$ cat config.mk
export PLATFORM = sky130hd
export DESIGN_NAME = ysyx_22051013_hzd_det
export DESIGN_NICKNAME = d
export VERILOG_FILES = /design/src/rtl/ysyx_22051013_hzd_det.sv
export SDC_FILE = /design/constraint.sdc
export NUM_CORES = 1
export LEC_CHECK = 0
export CELL_PAD_IN_SITES_DETAIL_PLACEMENT = 1
export CELL_PAD_IN_SITES_GLOBAL_PLACEMENT = 2
export CORE_UTILIZATION = 33
export CTS_BUF_LIST = sky130_fd_sc_hd__clkbuf_4 sky130_fd_sc_hd__clkbuf_8
export CTS_CLUSTER_SIZE = 8
export DETAILED_ROUTE_END_ITERATION = 7
export PLACE_DENSITY = 0.88
export RECOVER_POWER = 25
export SLEW_MARGIN = 20
export SYNTH_ARGS = -nofsm -noshare
export SYNTH_HDL_FRONTEND = slang
export SYNTH_SLANG_ARGS = --single-unit
$ cat constraint.sdc
create_clock -name clk -period 10.8 [get_ports clk]
set_clock_uncertainty 0.15 [all_clocks]
set_input_delay 2.16 -clock clk [delete_from_list [all_inputs] [get_ports clk]]
set_output_delay 2.16 -clock clk [all_outputs]
set_load 0.005 [all_outputs]
$ cat src/rtl/ysyx_22051013_hzd_det.sv
// ID-stage hazard detector: scoreboard of pending long-latency results, raises RAW/WAW/budget stall.
// Latency: stall request is combinational (0 cycles); busy bits and count update on the next edge.
// Backpressure: stalled or killed ID instructions update nothing; the instruction is held until the stall drops.
//
// Ports:
//   clk, rst (async, active-low)
//   id_valid, id_rs1/id_rs1_ren, id_rs2/id_rs2_ren, id_rd/id_rd_wen, id_long : ID instruction
//   ex_jump_ena                                                        : EX redirect, kills ID instruction
//   wb_wen, wb_rd, wb_long                                             : writeback commit
//   id_stall_ena                                                       : stall request to hazard controller
//   busy_vec, out_cnt, hzd_err                                         : scoreboard state / watchdog error
// Optional: define YSYX_22051013_HZD_WDOG_EN to enable the consecutive-stall watchdog driving hzd_err.
module ysyx_22051013_hzd_det #(
    parameter int MAX_OUT   = 4,
    parameter int STALL_MAX = 255
) (
    input  logic        clk,
    input  logic        rst,
    input  logic        id_valid,
    input  logic [4:0]  id_rs1,
    input  logic        id_rs1_ren,
    input  logic [4:0]  id_rs2,
    input  logic        id_rs2_ren,
    input  logic [4:0]  id_rd,
    input  logic        id_rd_wen,
    input  logic        id_long,
    input  logic        ex_jump_ena,
    input  logic        wb_wen,
    input  logic [4:0]  wb_rd,
    input  logic        wb_long,
    output logic        id_stall_ena,
    output logic [31:0] busy_vec,
    output logic [3:0]  out_cnt,
    output logic        hzd_err
);

    logic [31:1] busy_q;
    logic [3:0]  cnt_q;

    logic        raw1, raw2, waw, full;
    logic        issue, inc, dec;
    logic [31:0] set_mask, clr_mask, busy_nxt;

    // x0 never tracked, so bit 0 is hard-wired low.
    assign busy_vec = {busy_q, 1'b0};
    assign out_cnt  = cnt_q;

    always_comb begin
        raw1         = id_rs1_ren & (id_rs1 != 5'd0) & busy_vec[id_rs1];
        raw2         = id_rs2_ren & (id_rs2 != 5'd0) & busy_vec[id_rs2];
        waw          = id_rd_wen  & (id_rd  != 5'd0) & busy_vec[id_rd];
        full         = id_long & (cnt_q == 4'(MAX_OUT));
        id_stall_ena = id_valid & ~ex_jump_ena & (raw1 | raw2 | waw | full);
        issue        = id_valid & ~ex_jump_ena & ~id_stall_ena;
        inc          = issue & id_long;
        // Count retirements regardless of rd; ignore a stray retire at zero.
        dec          = wb_long & (cnt_q != 4'd0);

        set_mask = 32'd0;
        clr_mask = 32'd0;
        if (issue & id_long & id_rd_wen & (id_rd != 5'd0))
            set_mask[id_rd] = 1'b1;
        if (wb_wen & wb_long & (wb_rd != 5'd0))
            clr_mask[wb_rd] = 1'b1;
        // Clear applied after set so a coincident clear wins.
        busy_nxt = (busy_vec | set_mask) & ~clr_mask;
    end

    always_ff @(posedge clk or negedge rst) begin
        if (!rst) begin
            busy_q <= '0;
            cnt_q  <= 4'd0;
        end else begin
            busy_q <= busy_nxt[31:1];
            if (inc & ~dec)
                cnt_q <= cnt_q + 4'd1;
            else if (dec & ~inc)
                cnt_q <= cnt_q - 4'd1;
        end
    end

`ifdef YSYX_22051013_HZD_WDOG_EN
    localparam int WD_W = $clog2(STALL_MAX + 1);

    logic [WD_W-1:0] wd_cnt;
    logic [WD_W-1:0] wd_nxt;
    logic            err_q;

    always_comb begin
        wd_nxt = '0;
        if (id_stall_ena)
            wd_nxt = (wd_cnt == WD_W'(STALL_MAX)) ? wd_cnt : wd_cnt + WD_W'(1);
    end

    always_ff @(posedge clk or negedge rst) begin
        if (!rst) begin
            wd_cnt <= '0;
            err_q  <= 1'b0;
        end else begin
            wd_cnt <= wd_nxt;
            // Sticky until reset.
            if (wd_nxt == WD_W'(STALL_MAX))
                err_q <= 1'b1;
        end
    end

    assign hzd_err = err_q;
`else
    assign hzd_err = 1'b0;
`endif

endmodule

==> results of run 1 <==
-- cell type report --
cell class                      instances  area [µm²]  area share (%)
Multi-Input combinational cell        197        1610            46.3
Sequential cell                        35         876            25.1
Timing Repair Buffer                   68         669            19.2
Tap cell                              102         128            3.66
Inverter                               26        97.6            2.80
Clock buffer                            7        96.3            2.76
Clock inverter                          1        7.51           0.215
-- power breakdown --
part / total, mW / leakage (nW) / internal, mW / switching (mW)
sequential: 0.160 / 0.479 / 0.141 / 0.0190
combinational: 0.112 / 0.723 / 0.0603 / 0.0521
clock: 0.110 / 0.0505 / 0.0581 / 0.0521
total: 0.383 / 1.25 / 0.260 / 0.123
-- worst max path at each step --
stage	to	slack, ps	depth (start not counted)
6_report	id_stall_ena	2680	9
5_1_grt	id_stall_ena	2410	9
3_5_place_dp	id_stall_ena	2700	9
4_1_cts	id_stall_ena	2670	9
2_1_floorplan	id_stall_ena	4250	8
3_3_place_gp	id_stall_ena	2760	9
-- critical path, stage by stage --
cell and delay (ps):
clkdlybuf4s50_1 770, mux4_2 590, mux4_2 450, nand2b_1 150, o211a_2 140, a311oi_4 730
nand2_1 160, and3b_1 210, clkdlybuf4s50_1 440
-- synthesized netlist by cell type, drive strengths merged --
cell type   n  share of area (%)
nor3b       8                2.2
a41oi      10                3.3
nand3b      4                1.1
o41ai       1               0.33
or3         2               0.47
a2bb2oi     1               0.33
o21ai      11                2.1
nor3        7                1.3
o31a        1               0.33
xnor2       3               0.98
nand3       7                2.2
nor4bb      1               0.37
or4         1               0.28
dfrtp      35                 33
nand4       1               0.23
xor2        1               0.33
o32ai       3               0.98
fa          1               0.75
a21o        1               0.28
mux4       17                 14
nor2       24                3.4
mux2i      11                4.1
clkbuf     14                2.0
o2111a      1               0.42
a31o        1               0.33
a31oi       2               0.47
a32oi       1               0.33
and3b       4                1.3
buf         6                1.4
a221oi     17                5.6
inv        26                3.6
conb        1               0.14
a211oi      1               0.28
o211a       1               0.37
ha          3                1.4
mux2        2               0.84
a311oi      1               0.98
nand2b      1               0.23
and3        1               0.23
a21oi      19                3.6
o2111ai     1               0.33
nand2      19                2.7
o22ai       3               0.70
nand4b      1               0.33
-- per-layer routing --
layer	wire [µm]	up-vias
li1	-	1171
met1	4310	1350
met2	4670	102
met3	699	16
met4	140	0
met5	0	-
-- cells in the final DEF (no fill, tap or decap), types with 2 or more instances in the layout --
cell	Yosys	routed
clkdlybuf4s50_1	0	64
dfrtp_1	35	35
inv_1	26	26
nor2_1	24	24
nand2_1	19	19
a21oi_1	19	19
a221oi_1	17	17
mux4_2	17	17
mux2i_1	11	11
o21ai_0	10	10
a41oi_1	10	10
nor3b_1	8	8
nor3_1	7	7
clkbuf_8	0	7
nand3_1	5	5
nand3b_1	4	4
and3b_1	4	4
o32ai_1	3	3
o22ai_1	3	3
xnor2_1	3	3
ha_1	3	3
or3_1	2	2
a31oi_1	2	2
nand3_4	2	2
conb_1	1	2
buf_4	4	2
-- sequential cells by signal, indices dropped and copies added (netlist names) --
name and flops:
busy_q 31, out_cnt 4
-- logic make-up (layout without fill, tap and decap cells) --
family	Yosys count	count (layout)	share of synthesized area [%]
flip-flops	35	35	32.7
multiplexers	30	30	19.3
other	1	2	0.140
buffers and inverters	46	102	7.06
AO/OA/AOI/OAI	76	76	20.9
adder cells (fa/ha/maj)	4	4	2.15
AND/OR/NAND/NOR	81	81	16.4
XOR/XNOR	4	4	1.31
-- stage by stage --
stage                     instance area [µm²]  setup slack [ps]  hold WS, ps  power, mW
final                                    3490              2680          373      0.383
after global routing                     3490              2410          398      0.402
after CTS                                3490              2670          376      0.385
after detailed placement                 3390              2700          360      0.276
after global placement                   3390              2760          360      0.273
after floorplan                          2680              4250          354      0.222
==> metrics.txt, run 1 <==
die area 8470 µm²; Cells after Synth 277; antenna cells 0; gr busiest metal met2; failing checks max-capacitance violations, max-slew violations; postcts setup bufs 0; H-tree depth 2; Pwr Density 110 nW/µm²; 1st-iter DRT viols 140; worst hold path type reg -> reg; setup TNS 0 ps; number of core rows 32; fin crit period 8120 ps; fin crit share 75.2%; DRT Wirelength 9820 µm; GRT Total Usage 24.1%; Finished Layout Cells 436; Worst EP required 8490 ps; vias per inst 6.05; slew of the pin with the lowest slew margin 2010 ps; RSZ-0062 raised after global routing false; initial antenna violation count 0; share of cells above drive strength 1 9.58%; worst reg2reg path endpoint out_cnt[3]; fillcell total 905; Initial Util 34.4%; CTS buffer count 5; io pins 68; vias in the first global route 2,642; GRT met3 Usage 4.73%; Num Clock Sinks 35; routability cong. 0.856; maxcap violations 1; CP startpoint id_rs1[0]; Rel. slew slack -33.9%; pin count of the biggest net entering global routing 36; final net count 367; Syn. warnings 0; CP Capture Type output pin; synthesized area per cell 9.66 µm²; TritonRoute pass-1 iters 4; Area growth syn-to-layout 30.4%; Mapped Area 2680 µm²; worst-skew pair later-pin latency 290 ps; Core ar. 7770 µm²; DRC viols 0; GRT overflow 0; HPWL reported at the end of detailed placement 7280 µm; Leak Pwr 1.25 nW; # setup viols final 0; DP Cell Count 428; register area share after synthesis 32.7%; DR WL/cell 22.5 µm; hold buffer count at cts 0; Port Buffers 65; Hold Fails Final Rpt 0; WHS Endpoint out_cnt[3]; FF+latch count, synth 35; Fmax 123 MHz; Util after Layout 44.9%; DIE WIDTH 92.0 µm; Via Count 2,639; Hold Startpoint out_cnt[3]; number of distinct library cells after synthesis 49; Clock Tree Buf Depth 2; PostCTS Resize Cnt 0; max-slew violation count 36; Hold Crit Depth 1; Worst Setup Start Kind input pin; TritonCTS clock tree yes; Reg clk slew, reported paths 70 ps; first-pass GRT wire length 15,400 µm; Peak VDD IR 0.0401 mV; run status finished with violations; Die Ht 92.0 µm; Root Driver clkbuf_8; reg-to-reg slack, setup 6270 ps; crit path max fanout 15; grt met2 use 38.5%; Routed Antenna Nets 0; Crit path arrival time 5810 ps; reg2reg start busy_q[23]; CP Class in -> out; FF-to-FF path depth 15; GRT met1 Usage 33.4%
(Power assumes the default switching activity.)
==> inputs of run 2 (changes only) <==
- CORE_UTILIZATION: 33 -> 31
- PLACE_DENSITY: 0.88 -> 0.84
- clock period: 10.8 -> 8.1 ns (I/O delays scaled with it)
==> run 2 against run 1 <==
The run still ends with max-capacitance violations, max-slew violations left. Critical path type unchanged. Sequential cell count unchanged. Cell area up 0.32%. Via count is 0.83% higher. Global-route usage decreased by 0.12 points.
==> metrics.txt, run 2 (synthesis gave the netlist of run 1 again) <==
TritonCTS clock tree yes; logic gate share of total power 29.6%; Via Count 2,661; GRT Total Usage 24.0%; run status finished with violations; Fmax 149 MHz; GRT overflow 0; failing checks max-capacitance violations, max-slew violations; Root Driver clkbuf_8; RSZ-0062 raised after global routing false; DP Cell Count 432; max-slew violation count 36; Pwr Density 147 nW/µm²; CP Capture Type output pin; crit path max fanout 15; Worst EP required 6330 ps; Sw Ratio 32.3%; Reg power frac 41.8%; # setup viols final 0; Peak VDD IR 0.0584 mV; final worst slack 1390 ps; fillcell total 967; dpl cell area 3400 µm²; Leak Pwr 1.26 nW; TritonRoute pass-1 iters 4; Clock power frac 28.6%; vias per inst 6.05; Port Buffers 65; Initial Util 32.2%; Worst Setup Start Kind input pin; footprint of the multi-input gates 1610 µm²; io pins 68; max reg flops 31; Core ar. 8300 µm²; setup TNS 0 ps; CP Class in -> out; pin count of the biggest net entering global routing 36; Top reg by flops busy_q; postcts setup bufs 0; hold buffer count at cts 0; DR WL/cell 23.0 µm; antenna cells 0; CP startpoint id_rs1[0]; Routed Antenna Nets 0; Setup Slack @ Placement 1370 ps; PostCTS Resize Cnt 0; worst hold path type reg -> reg; DIE WIDTH 94.9 µm; number of core rows 33; Clock Tree Buf Depth 2; Hold Startpoint out_cnt[3]; CTS buffer count 5; slew of the pin with the lowest slew margin 1950 ps; Rel. slew slack -30.0%; H-tree depth 2; Finished Layout Cells 440; Net Switching 0.166 mW; routability cong. 0.868; commonest non-fill, non-tap cells in the layout clkdlybuf4s50_1 (64), dfrtp_1 (35), inv_1 (26); Num Clock Sinks 35; HPWL reported at the end of detailed placement 7520 µm; final instance area 3500 µm²; DRC viols 0; DRT Wirelength 10,100 µm; Reg clk slew, reported paths 80 ps; 1st-iter DRT viols 243; Hold Fails Final Rpt 0; Die Ht 94.9 µm; fin crit share 82.8%; Cell Int Power 0.348 mW; initial antenna violation count 0; reg2reg start busy_q[21]; maxcap violations 1; share of cells above drive strength 1 9.85%; first-pass GRT wire length 15,700 µm; Area growth syn-to-layout 30.8%; die area 9010 µm²; final net count 368; most common cell after layout, fill and taps aside clkdlybuf4s50_1; fin crit period 6710 ps; worst-skew pair later-pin latency 300 ps; Crit path arrival time 4940 ps; vias in the first global route 2,760; FF+latch area 876 µm²
## run 2: cell count changes in the layout (fill, tap and decap cells not counted)
cell and delta:
buf_4 +1
## run 2: stage by stage
| step | util, % | total power [mW] | hold WS (ps) |
|---|---|---|---|
| after floorplan | - | 0.296 | 354 |
| after global placement | 41.0 | 0.365 | 364 |
| after detailed placement | 41.0 | 0.372 | 363 |
| after CTS | 42.2 | 0.518 | 374 |
| after global routing | 42.2 | 0.539 | 385 |
| final | 42.2 | 0.514 | 375 |
## run 2: path summary, 6_finish.rpt
check,endpoint,slack (ps),cells after the start
min in group asynchronous,busy_q[13],2250,2
worst min-delay path,out_cnt[3],370,1
worst min register to register,out_cnt[3],370,1
worst max-delay path,id_stall_ena,1390,10
max in group asynchronous,busy_q[26],4430,2
worst max register to register,out_cnt[3],3920,16
## run 2: power by group through the flow
stage | Sequential [mW] | Combinational (mW) | Clock [mW]
6_report | 0.215 | 0.152 | 0.147
3_5_place_dp | 0.218 | 0.154 | 0
4_1_cts | 0.215 | 0.155 | 0.148
3_3_place_gp | 0.217 | 0.148 | 0
2_1_floorplan | 0.212 | 0.0846 | 0
5_1_grt | 0.217 | 0.169 | 0.154
## run 2: layout make-up
class	count	share of cell area (%)
Timing Repair Buffer	69	19.3
Clock inverter	1	0.215
Tap cell	105	3.75
Multi-Input combinational cell	197	46.1
Sequential cell	35	25.0
Inverter	26	2.79
Clock buffer	7	2.75
## run 2: metal layers
layer	global-route usage [%]	vias to the layer above	share of wire (%)
met5	0	-	0
met4	7.83	0	2.6
met3	3.30	21	8.4
met2	39.2	121	47
met1	32.5	1343	42
li1	-	1176	-
## run 2: worst max-delay path: stages
cell,delay [ps]
clkdlybuf4s50_1,770
mux4_2,580
mux4_2,460
nand2b_1,150
o211a_2,140
a311oi_4,200
buf_4,280
nand2_1,110
and3b_1,180
clkdlybuf4s50_1,440
==> inputs of run 3 (changes only) <==
- CORE_UTILIZATION: 31 -> 28
- PLACE_DENSITY: 0.84 -> 0.8
- clock period: 8.1 -> 5.8 ns (I/O delays scaled with it)
==> run 3 against run 2 <==
The run still ends with max-capacitance violations, max-slew violations left. Global-route usage decreased by 2.3 points. Count of clock-buffer cells in the layout decreased by 1. Non-clock buffer count increased by 3. Via count decreased by 0.26%. Highest routed layer unchanged. Largest power group unchanged.
==> metrics.txt, run 3 (synthesis gave the netlist of run 1 again) <==
run status finished with violations; failing checks max-capacitance violations, max-slew violations; CP Class in -> out; pin count of the biggest net entering global routing 36; worst-skew pair later-pin latency 300 ps; reg2reg start busy_q[22]; worst reg2reg path endpoint out_cnt[3]; Clock Tree Buf Depth 2; met2 routed WL 4790 µm; Initial Util 29.0%; fin crit share 95.2%; logic gate share of total power 28.5%; Net Switching 0.229 mW; CP delay by family, top buffers and inverters; TritonRoute pass-1 iters 4; CTS buffer count 5; reg-to-reg slack, setup 1790 ps; postcts setup bufs 0; Area growth syn-to-layout 33.3%; Root Driver clkbuf_8; max reg flops 31; TritonCTS clock tree yes; hold buffer count at cts 0; share of cells above drive strength 1 10.7%; final net count 371; DRT Wirelength 10,200 µm; met1 wire length 4560 µm; Num Clock Sinks 35; Cell Int Power 0.518 mW; DIE WIDTH 99.7 µm; Top reg by flops busy_q; Clock power frac 31.3%; fillcell total 1,061; FF+latch area 876 µm²; number of core rows 35; Worst Setup Start Kind input pin; fin crit period 5520 ps; Peak VDD IR 0.0838 mV; GRT Total Usage 21.6%; PostCTS Resize Cnt 0; Reg clk slew, reported paths 70 ps; Pwr Density 209 nW/µm²; Worst EP required 4490 ps; commonest non-fill, non-tap cells in the layout clkdlybuf4s50_1 (64), dfrtp_1 (35), inv_1 (26); die area 9950 µm²; most common cell after layout, fill and taps aside clkdlybuf4s50_1; setup TNS 0 ps; HPWL reported at the end of detailed placement 7570 µm; maxcap violations 1; GRT overflow 0; critical path depth 8; DRC viols 0; Fmax 181 MHz; Rel. slew slack -34.7%; DR top layer met4; 1st-iter DRT viols 184; crit path max fanout 8; vias per inst 5.68; Leak Pwr 1.28 nW; CP Cell Sequence clkdlybuf4s50_1 > mux4_2 > mux4_2 > o211a_2 > a311oi_4 > nand2_1 > and3b_1 > clkdlybuf4s50_1; antenna cells 0; Hold Startpoint out_cnt[3]; CP Capture Type output pin; routability cong. 0.815; Hold Crit Depth 1; Hold Fails Final Rpt 0; H-tree depth 2; FF-to-FF path depth 15; Reg power frac 40.2%; Buf+Inv Stages, Crit Path 2; DR WL/cell 21.8 µm; footprint of the multi-input gates 1610 µm²; Sw Ratio 30.6%; DR WL met3 719 µm; Port Buffers 65; Core ar. 9240 µm²; initial antenna violation count 0; worst hold path type reg -> reg; slew of the pin with the lowest slew margin 2020 ps; Crit path arrival time 4210 ps; # setup viols final 0; Via Count 2,654; first-pass GRT wire length 16,000 µm; RSZ-0062 raised after global routing false; CP max stage cell clkdlybuf4s50_1; vias in the first global route 2,727; Fin Hold WS 387 ps; Routed Antenna Nets 0; max-slew violation count 36; Die Ht 99.7 µm; Tot Pwr 0.747 mW; io pins 68; WHS Endpoint out_cnt[3]; Largest stage delay, worst path 800 ps
## run 3: cell types whose count changed in the layout (fill, tap and decap cells not counted), sizes merged
cell,previous run,this run
bufinv,0,1
clkinv,0,1
clkinvlp,1,0
buf,3,6
clkbuf,8,7
## run 3: metrics by stage
step,std cells,area [µm²],setup WS (ps),utilization [%]
finish,467,3570,280,38.6
global route,467,3570,74.4,38.6
CTS,467,3570,250,38.6
detailed placement,459,3450,183,37.4
global placement,459,3450,310,37.4
floorplan,278,2680,1000,-
## run 3: layout make-up
class	count	area share, %
multi-input cells	197	45.3
flip-flops and latches	35	24.6
clock buffers	6	2.32
clock inverters	2	0.982
repair buffers	72	19.6
inverters	26	2.74
well taps	129	4.53
## run 3: how the worst max path moves through the flow
stage	start	end	slack [ps]
2_1_floorplan	id_rs1[0]	out_cnt[3]	1000
3_3_place_gp	id_rs1[0]	id_stall_ena	310
3_5_place_dp	id_rs1[0]	out_cnt[3]	180
4_1_cts	id_rs1[0]	id_stall_ena	250
5_1_grt	id_rs1[0]	id_stall_ena	70
6_report	id_rs1[0]	id_stall_ena	280
## run 3: metal layers
layer  up-vias  track usage (%)
met3        11             3.79
met4         0             5.66
met2       103             34.4
met1      1357             30.2
met5         -                0
li1       1183                -
## run 3: power by group through the flow
stage | clock (mW) | combinational (mW) | sequential, mW
global placement | 0 | 0.206 | 0.304
detailed placement | 0 | 0.215 | 0.306
global route | 0.246 | 0.232 | 0.303
CTS | 0.239 | 0.216 | 0.301
finish | 0.234 | 0.213 | 0.300
floorplan | 0 | 0.118 | 0.296
